--- config.mk ---
export PLATFORM = sky130hd
export DESIGN_NAME = contador_ctrl
export DESIGN_NICKNAME = d
export VERILOG_FILES = /design/src/rtl/contador_pkg.sv /design/src/rtl/detector_flanco.sv /design/src/rtl/contador_ctrl.sv
export SDC_FILE = /design/constraint.sdc
export NUM_CORES = 1
export LEC_CHECK = 0
export ABC_AREA = 1
export CORE_MARGIN = 2
export CORE_UTILIZATION = 50
export CTS_CLUSTER_DIAMETER = 150
export DETAILED_ROUTE_END_ITERATION = 10
export PLACE_DENSITY_LB_ADDON = 0.05
export REMOVE_ABC_BUFFERS = 1
export SYNTH_ARGS = -nofsm -noshare
export SYNTH_HDL_FRONTEND = slang
export SYNTH_SLANG_ARGS = --single-unit
--- constraint.sdc ---
create_clock -name clk -period 2.3 [get_ports clk]
set_clock_uncertainty 0.1 [all_clocks]
set_input_delay 0.345 -clock clk [delete_from_list [all_inputs] [get_ports clk]]
set_output_delay 0.345 -clock clk [all_outputs]
set_load 0.05 [all_outputs]
--- src/rtl/contador_pkg.sv ---
// Shared definitions for the countdown slice: controller state encoding,
// countdown width and the 7-segment glyph table used by the display path.
package contador_pkg;

  localparam int unsigned CNT_W = 6;

  typedef enum logic [2:0] {
    IDLE,
    LOAD,
    RUN,
    PAUSE,
    DONE
  } ctrl_state_t;

  // Segment patterns {g,f,e,d,c,b,a}, active high, index = decimal digit.
  localparam logic [9:0][6:0] SEG7_TABLE = '{
    7'b1101111,  // 9
    7'b1111111,  // 8
    7'b0000111,  // 7
    7'b1111101,  // 6
    7'b1101101,  // 5
    7'b1100110,  // 4
    7'b1001111,  // 3
    7'b1011011,  // 2
    7'b0000110,  // 1
    7'b0111111   // 0
  };

endpackage

--- src/rtl/detector_flanco.sv ---
// Rising-edge detector for an already synchronized level input.
// Ports:
//   clk   - system clock
//   rst   - synchronous active-high reset (clears history)
//   d     - level input
//   pulse - high for one cycle when d is 1 and was 0 on the previous cycle
module detector_flanco (
  input  logic clk,
  input  logic rst,
  input  logic d,
  output logic pulse
);

  logic prev;

  always_ff @(posedge clk) begin
    if (rst) prev <= 1'b0;
    else     prev <= d;
  end

  assign pulse = d & ~prev;

endmodule

--- src/rtl/contador_ctrl.sv ---
// Sequencing controller for the 6-bit countdown datapath and its two-digit
// display: turns start/pause buttons into load, enable and blank controls,
// generates the count tick with an internal prescaler and reports completion.
// Optional build macro: AUTO_RELOAD_EN (reaching zero reloads load_val and
// restarts instead of entering DONE, unless load_val is 0).
// Ports:
//   clk, rst      - clock, synchronous active-high reset
//   btn_start     - start/restart level, acted on at rising edge
//   btn_pause     - pause/resume level, acted on at rising edge
//   load_val      - start value from switches, sampled in LOAD
//   cnt_zero      - datapath count == 0
//   cnt_load      - one-cycle load pulse, cnt_load_val carries the value
//   cnt_en        - one-cycle decrement pulse
//   busy / done   - LOAD, RUN, PAUSE / DONE indications
//   blank         - display blank, blinks in DONE
module contador_ctrl
  import contador_pkg::*;
#(
  parameter int unsigned CLK_DIV   = 50_000_000,
  parameter int unsigned BLINK_DIV = 25_000_000,
  parameter int unsigned WIDTH     = CNT_W
) (
  input  logic             clk,
  input  logic             rst,
  input  logic             btn_start,
  input  logic             btn_pause,
  input  logic [WIDTH-1:0] load_val,
  input  logic             cnt_zero,
  output logic             cnt_load,
  output logic [WIDTH-1:0] cnt_load_val,
  output logic             cnt_en,
  output logic             busy,
  output logic             done,
  output logic             blank
);

  localparam int unsigned PW = $clog2(CLK_DIV);
  localparam int unsigned BW = $clog2(BLINK_DIV + 1);
  localparam logic [PW-1:0] PRE_MAX   = PW'(CLK_DIV - 1);
  localparam logic [BW-1:0] BLINK_MAX = BW'(BLINK_DIV - 1);

  ctrl_state_t   state_q, state_d;
  logic [PW-1:0] pre_q, pre_d;
  logic [BW-1:0] blink_q;
  logic          blank_q;
  logic          start_e, pause_e;
  logic          tick;

  detector_flanco u_det_start (
    .clk   (clk),
    .rst   (rst),
    .d     (btn_start),
    .pulse (start_e)
  );

  detector_flanco u_det_pause (
    .clk   (clk),
    .rst   (rst),
    .d     (btn_pause),
    .pulse (pause_e)
  );

  // Start has priority over every other event in every state.
  always_comb begin
    state_d = state_q;
    pre_d   = pre_q;
    tick    = 1'b0;
    case (state_q)
      IDLE: begin
        if (start_e) state_d = LOAD;
      end
      LOAD: begin
        pre_d   = '0;
        state_d = RUN;
      end
      RUN: begin
        if (start_e) begin
          state_d = LOAD;
        end else if (cnt_zero) begin
`ifdef AUTO_RELOAD_EN
          // A zero reload would spin LOAD/RUN forever, so it stops in DONE.
          state_d = (load_val == '0) ? DONE : LOAD;
`else
          state_d = DONE;
`endif
        end else if (pause_e) begin
          state_d = PAUSE;
        end else if (pre_q == PRE_MAX) begin
          pre_d = '0;
          tick  = 1'b1;
        end else begin
          pre_d = pre_q + 1'b1;
        end
      end
      PAUSE: begin
        if (start_e)      state_d = LOAD;
        else if (pause_e) state_d = RUN;
      end
      DONE: begin
        if (start_e) state_d = LOAD;
      end
      default: state_d = IDLE;
    endcase
  end

  always_ff @(posedge clk) begin
    if (rst) begin
      state_q <= IDLE;
      pre_q   <= '0;
      blink_q <= '0;
      blank_q <= 1'b0;
    end else begin
      state_q <= state_d;
      pre_q   <= pre_d;
      // Blink only while staying in DONE; any exit (or entry) starts clean.
      if (state_q == DONE && state_d == DONE) begin
        if (blink_q == BLINK_MAX) begin
          blink_q <= '0;
          blank_q <= ~blank_q;
        end else begin
          blink_q <= blink_q + 1'b1;
        end
      end else begin
        blink_q <= '0;
        blank_q <= 1'b0;
      end
    end
  end

  // Outputs are gated by rst so a reset cycle never emits a pulse.
  assign cnt_load     = ~rst & (state_q == LOAD);
  assign cnt_load_val = cnt_load ? load_val : '0;
  assign cnt_en       = ~rst & tick;
  assign busy         = ~rst & (state_q == LOAD || state_q == RUN || state_q == PAUSE);
  assign done         = ~rst & (state_q == DONE);
  assign blank        = ~rst & (state_q == DONE) & blank_q;

endmodule
# Word-level counts from Yosys, hierarchy flattened

Index checks and enable logic that the tools add are counted.

Logic and storage cells: 57
Input port bits: 11
Flip-flop bits (word level): 57
Output and inout port bits: 11

Add/sub/neg operators: 2
Reductions and logical operators: 9
Mux-type cells: 18
Equal/unequal tests: 10
Bitwise operators: 12

Operators with widths:

| kind                                                | count |
|---|---|
| two-way mux 26 bit                                  | 4 |
| case mux 26 bit (2 select lines)                    | 1 |
| adder 26 x 1 -> 26 bit, second input constant       | 1 |
| equality test 26 bit, second input constant         | 1 |
| adder 25 x 1 -> 25 bit, second input constant       | 1 |
| equality test 25 bit, second input constant         | 1 |
| two-way mux 3 bit                                   | 6 |
| case mux 3 bit (4 select lines)                     | 1 |
| AND 1 bit                                           | 7 |
| equality test 3 x 2 -> 1 bit, second input constant | 2 |
| equality test 3 bit, second input constant          | 2 |
| two-way mux 6 bit                                   | 1 |
| inequality test 2 bit, second input constant        | 3 |
| two-way mux 1 bit                                   | 5 |
| inverter 1 bit                                      | 5 |
| AND reduction 4 bit                                 | 1 |
| OR reduction 2 bit                                  | 2 |
| equality test 3 x 1 -> 1 bit, second input constant | 1 |
| zero test 3 bit                                     | 1 |
| OR reduction 3 bit                                  | 1 |
| logical OR 1 bit                                    | 2 |
| nonzero test 2 bit                                  | 1 |
| logical AND 1 bit                                   | 1 |

# Longest topological paths before layout

Depth in word-level cells: 10
Depth in mapped cells: 12
Depth with buffers taken out: 11

# Hierarchy

Synthesis repeated with hierarchy kept, for this count alone.

Cells, all modules: 503
Area total of the unflattened synthesis: 3228.1 sq um

Modules (own cells, without submodules):

| module          | cells each | area an instance (sq um) | sequential area each (sq um) | instances |
|---|---|---|---|---|
| contador_ctrl   | 495        | 3165.5                   | 1101.1                       | 1 |
| detector_flanco | 4          | 31.3                     | 20.0                         | 2 |

# Worst setup path after synthesis

No wires, ideal clock.

Kind: reg-to-output
Start: register pre_q[0]
End: output port cnt_en
Data arrival time: 2.361 ns
Path slack: -0.506 ns
Required time: 1.855 ns
Cell stages (with the launch flop): 8
Path buffers: 0
Cell sequence: dfxtp_1 ha_1 nand2_1 nor2_1 nand3_1 inv_1 nand2_1 nor4_1

Longest elaborated chain between the ends: 7

Ends and longest elaborated chain:

| what                   | line                 | text |
|---|---|---|
| from (decl)            | contador_ctrl.sv:43  | `logic [PW-1:0] pre_q, pre_d;` |
| from (signal assigned) | contador_ctrl.sv:114 | `pre_q <= pre_d;` |
| equality test 26 bit   | contador_ctrl.sv:88  | `end else if (pre_q == PRE_MAX) begin` |
| two-way mux 1 bit      | contador_ctrl.sv:88  |  |
| two-way mux 1 bit      | contador_ctrl.sv:86  | `end else if (pause_e) begin` |
| two-way mux 1 bit      | contador_ctrl.sv:79  | `end else if (cnt_zero) begin` |
| two-way mux 1 bit      | contador_ctrl.sv:77  | `if (start_e) begin` |
| two-way mux 1 bit      | contador_ctrl.sv:68  | `case (state_q)` |
| AND 1 bit              | contador_ctrl.sv:133 | `assign cnt_en = ~rst & tick;` |
| to (decl)              | contador_ctrl.sv:31  | `output logic cnt_en,` |

No other way between the ends.

# Worst setup path after layout

Start: register pre_q[22]
End: output port cnt_en

The elaborated chain is that of the path after synthesis.

==> flow_metrics.py <==
metrics = {
    "status": {
        "status": "completed",
    },
    "cells_and_area": {
        "antenna_cells": 0,
        "drive_gt1_frac": 0.122,
        "finalNonFillerCells": 644,
        "seqCellArea_um2": 1140,
        "fin_nets": 575,
        "n_fill_cell": 595,
        "layout-area-overhead-vs-synth_pct": 20.5,
        "multi_input_comb_area_um2": 1850,
    },
    "yosys": {
        "syn_area_per_cell_um2": 6.28,
        "yosys_warnings": 0,
        "yosysTopAreaCellShare": 0.343,
        "yosysSeqAreaShare": 0.343,
        "synthFlopType": "dfxtp_1",
        "ys_top_cells_by_area": "dfxtp_1 (34%), nand2_1 (13%), nor2_1 (12%)",
        "synth_edf_count": 0,
        "synth.distinct_cells": 37,
        "yosysTopAreaCell": "dfxtp_1",
        "async_flop_share": 0,
        "ys_ff_latch": 57,
        "post-synth-top-count-cell": "nand2_1",
        "synth_area_um2": 3320,
        "synthTopCellsByCount": "nand2_1 (115), nor2_1 (103), inv_1 (80)",
        "synthCells": 529,
    },
    "grt": {
        "grt_start_max_net_pins": 26,
        "busiest_layer": "met1",
        "grt_overflow": 0,
        "grt_pass1_wl_mm": 13.4,
        "use_met1": 0.344,
        "grt_pass1_vias": 2984,
        "met3_usage": 0.0375,
        "grt_antenna_before_repair": 0,
        "grtUsageMet2": 0.325,
        "grtUsageTotal": 0.228,
    },
    "critical_path": {
        "critical_path_class": "flip-flop to output pin",
        "cp.required_ps": 1860,
        "cp.arrival_ps": 1760,
        "path_max_fanout": 3,
        "cp-start-kind": "flip-flop",
        "endpoint_kind": "output pin",
    },
    "clocking": {
        "clock_sinks": 57,
        "cts_buffer_depth": 2,
        "cts-root-buf": "clkbuf_8",
        "clock_latency_ps": 330,
        "post-cts-setup-buffers": 0,
        "cts_buffers": 9,
        "cts_hold_buffers": 0,
        "clk_pin_slew_ps": 70,
        "cts_tree": "yes",
        "h-tree-depth": 3,
    },
    "route": {
        "postRouteAntennaNets": 0,
        "via_per_inst": 5.10,
        "drc_errors": 0,
        "drt_iter0_drc": 220,
        "vias": 3284,
        "routedWlPerCell_um": 12.1,
        "dr.pass1.iters": 5,
        "drt_wl_total_mm": 7.80,
    },
    "floorplanning": {
        "pin_count": 22,
        "fp.dieW_um": 85.5,
        "dieArea_um2": 7320,
        "row_count": 29,
        "core_um2": 6390,
        "initial_core_util": 0.521,
        "die_h_um": 85.5,
    },
    "power": {
        "powerDensity_nw_per_um2": 535,
        "ir_drop_mv": 0.326,
        "leakagePower_uw": 0.00148,
    },
    "worst_hold_path": {
        "hold_class": "flip-flop to flip-flop",
    },
    "place": {
        "place.gp.congestion": 0.990,
        "portBuffers": 21,
        "dp_cells": 628,
        "pre_cts_slack_ps": 204,
        "hpwl_mm": 5.97,
    },
    "timing": {
        "max_freq_mhz": 454,
        "final.setup.worst_slack_ps": 97.1,
        "final.period_utilization": 0.958,
        "hold_viol": 0,
        "worst_pin_slew_ps": 534,
        "setup_viol": 0,
        "slew_headroom": 0.643,
        "fin_crit_ps": 2200,
        "report.final.slew_viol_count": 0,
    },
    "flow_run": {
        "maxCapViolCount": 0,
    },
}
layer usage:
| metal | wire, um | vias to the layer above |
|---|---|---|
| met3 | 551 | 10 |
| met1 | 3950 | 1448 |
| met5 | 0 | - |
| met4 | 115 | 0 |
| met2 | 3190 | 102 |
| li1 | - | 1724 |
stage by stage:
| stage | util | cell area, um^2 | total power (uW) | hold WS [ps] | setup TNS (ps) |
|---|---|---|---|---|---|
| 2_1_floorplan | - | 3290 | 1120 | 314 | -3340 |
| 3_3_place_gp | 0.589 | 3760 | 1200 | 337 | 0 |
| 3_5_place_dp | 0.589 | 3760 | 1200 | 345 | 0 |
| 4_1_cts | 0.623 | 3980 | 2160 | 357 | 0 |
| 5_1_grt | 0.627 | 4010 | 2230 | 386 | -7.32 |
| 6_report | 0.627 | 4010 | 2140 | 354 | 0 |
critical path: stages (launching register included):
cell and delay, ps:
dfxtp_1 360, nand2_1 100, nor2_1 240, nand3_1 140
inv_1 70, nand2_1 90, nor4_2 150, buf_4 160
buf_12 120
final cells by class:
type | instances | share of cell area
timing repair buffer | 29 | 0.0949
sequential | 57 | 0.285
clock buffer | 12 | 0.0387
tap | 77 | 0.0240
clock inverter | 4 | 0.0128
inverter | 87 | 0.0815
multi-input combinational | 378 | 0.463
logic make-up after synthesis:
family          share of synthesized area
fa+ha+maj                         0.00753
buf+inv                             0.110
flops                               0.343
xor+xnor                           0.0369
simple gates                        0.441
compound gates                     0.0617
where the power goes:
| group | leakage, uW | internal (uW) | switching, uW |
|---|---|---|---|
| Combinational | 0.000918 | 68.5 | 113 |
| Clock | 0.000103 | 560 | 405 |
| Sequential | 0.000461 | 992 | 6.65 |
layout by cell type (no fill, tap or decap), drive strengths merged, types with 2 or more instances in the layout:
cell and count:
nor4 4, nor3 26, clkdlybuf4s50 10, nand3b 4, clkinv 3, nand2 123, a21oi 19, clkbuf 12
o21ai 15, nand3 40, ha 2, nor2 113, xnor2 5, buf 19, inv 86, nand4 10
dfxtp 57, xor2 9
final timing paths:
kind	startpoint	endpoint	slack (ps)	cells past startpoint
min reg2reg	blink_q[0]	blink_q[0]	350	1
max	pre_q[22]	cnt_en	100	8
min	blink_q[0]	blink_q[0]	350	1
max reg2reg	blink_q[0]	blink_q[20]	420	9
flip-flops by register name (all words and copies together), names as in the netlist:
name and cells:
blink_q 25, u_det_start.prev 1, u_det_pause.prev 1, state_q 3, blank_q 1, pre_q 26
repair_timing:
action,CTS,global route
setup endpoints to repair,1,2
resized for setup,2,7
cloned,0,0
No activity file was read; power rests on OpenSTA's default activity.
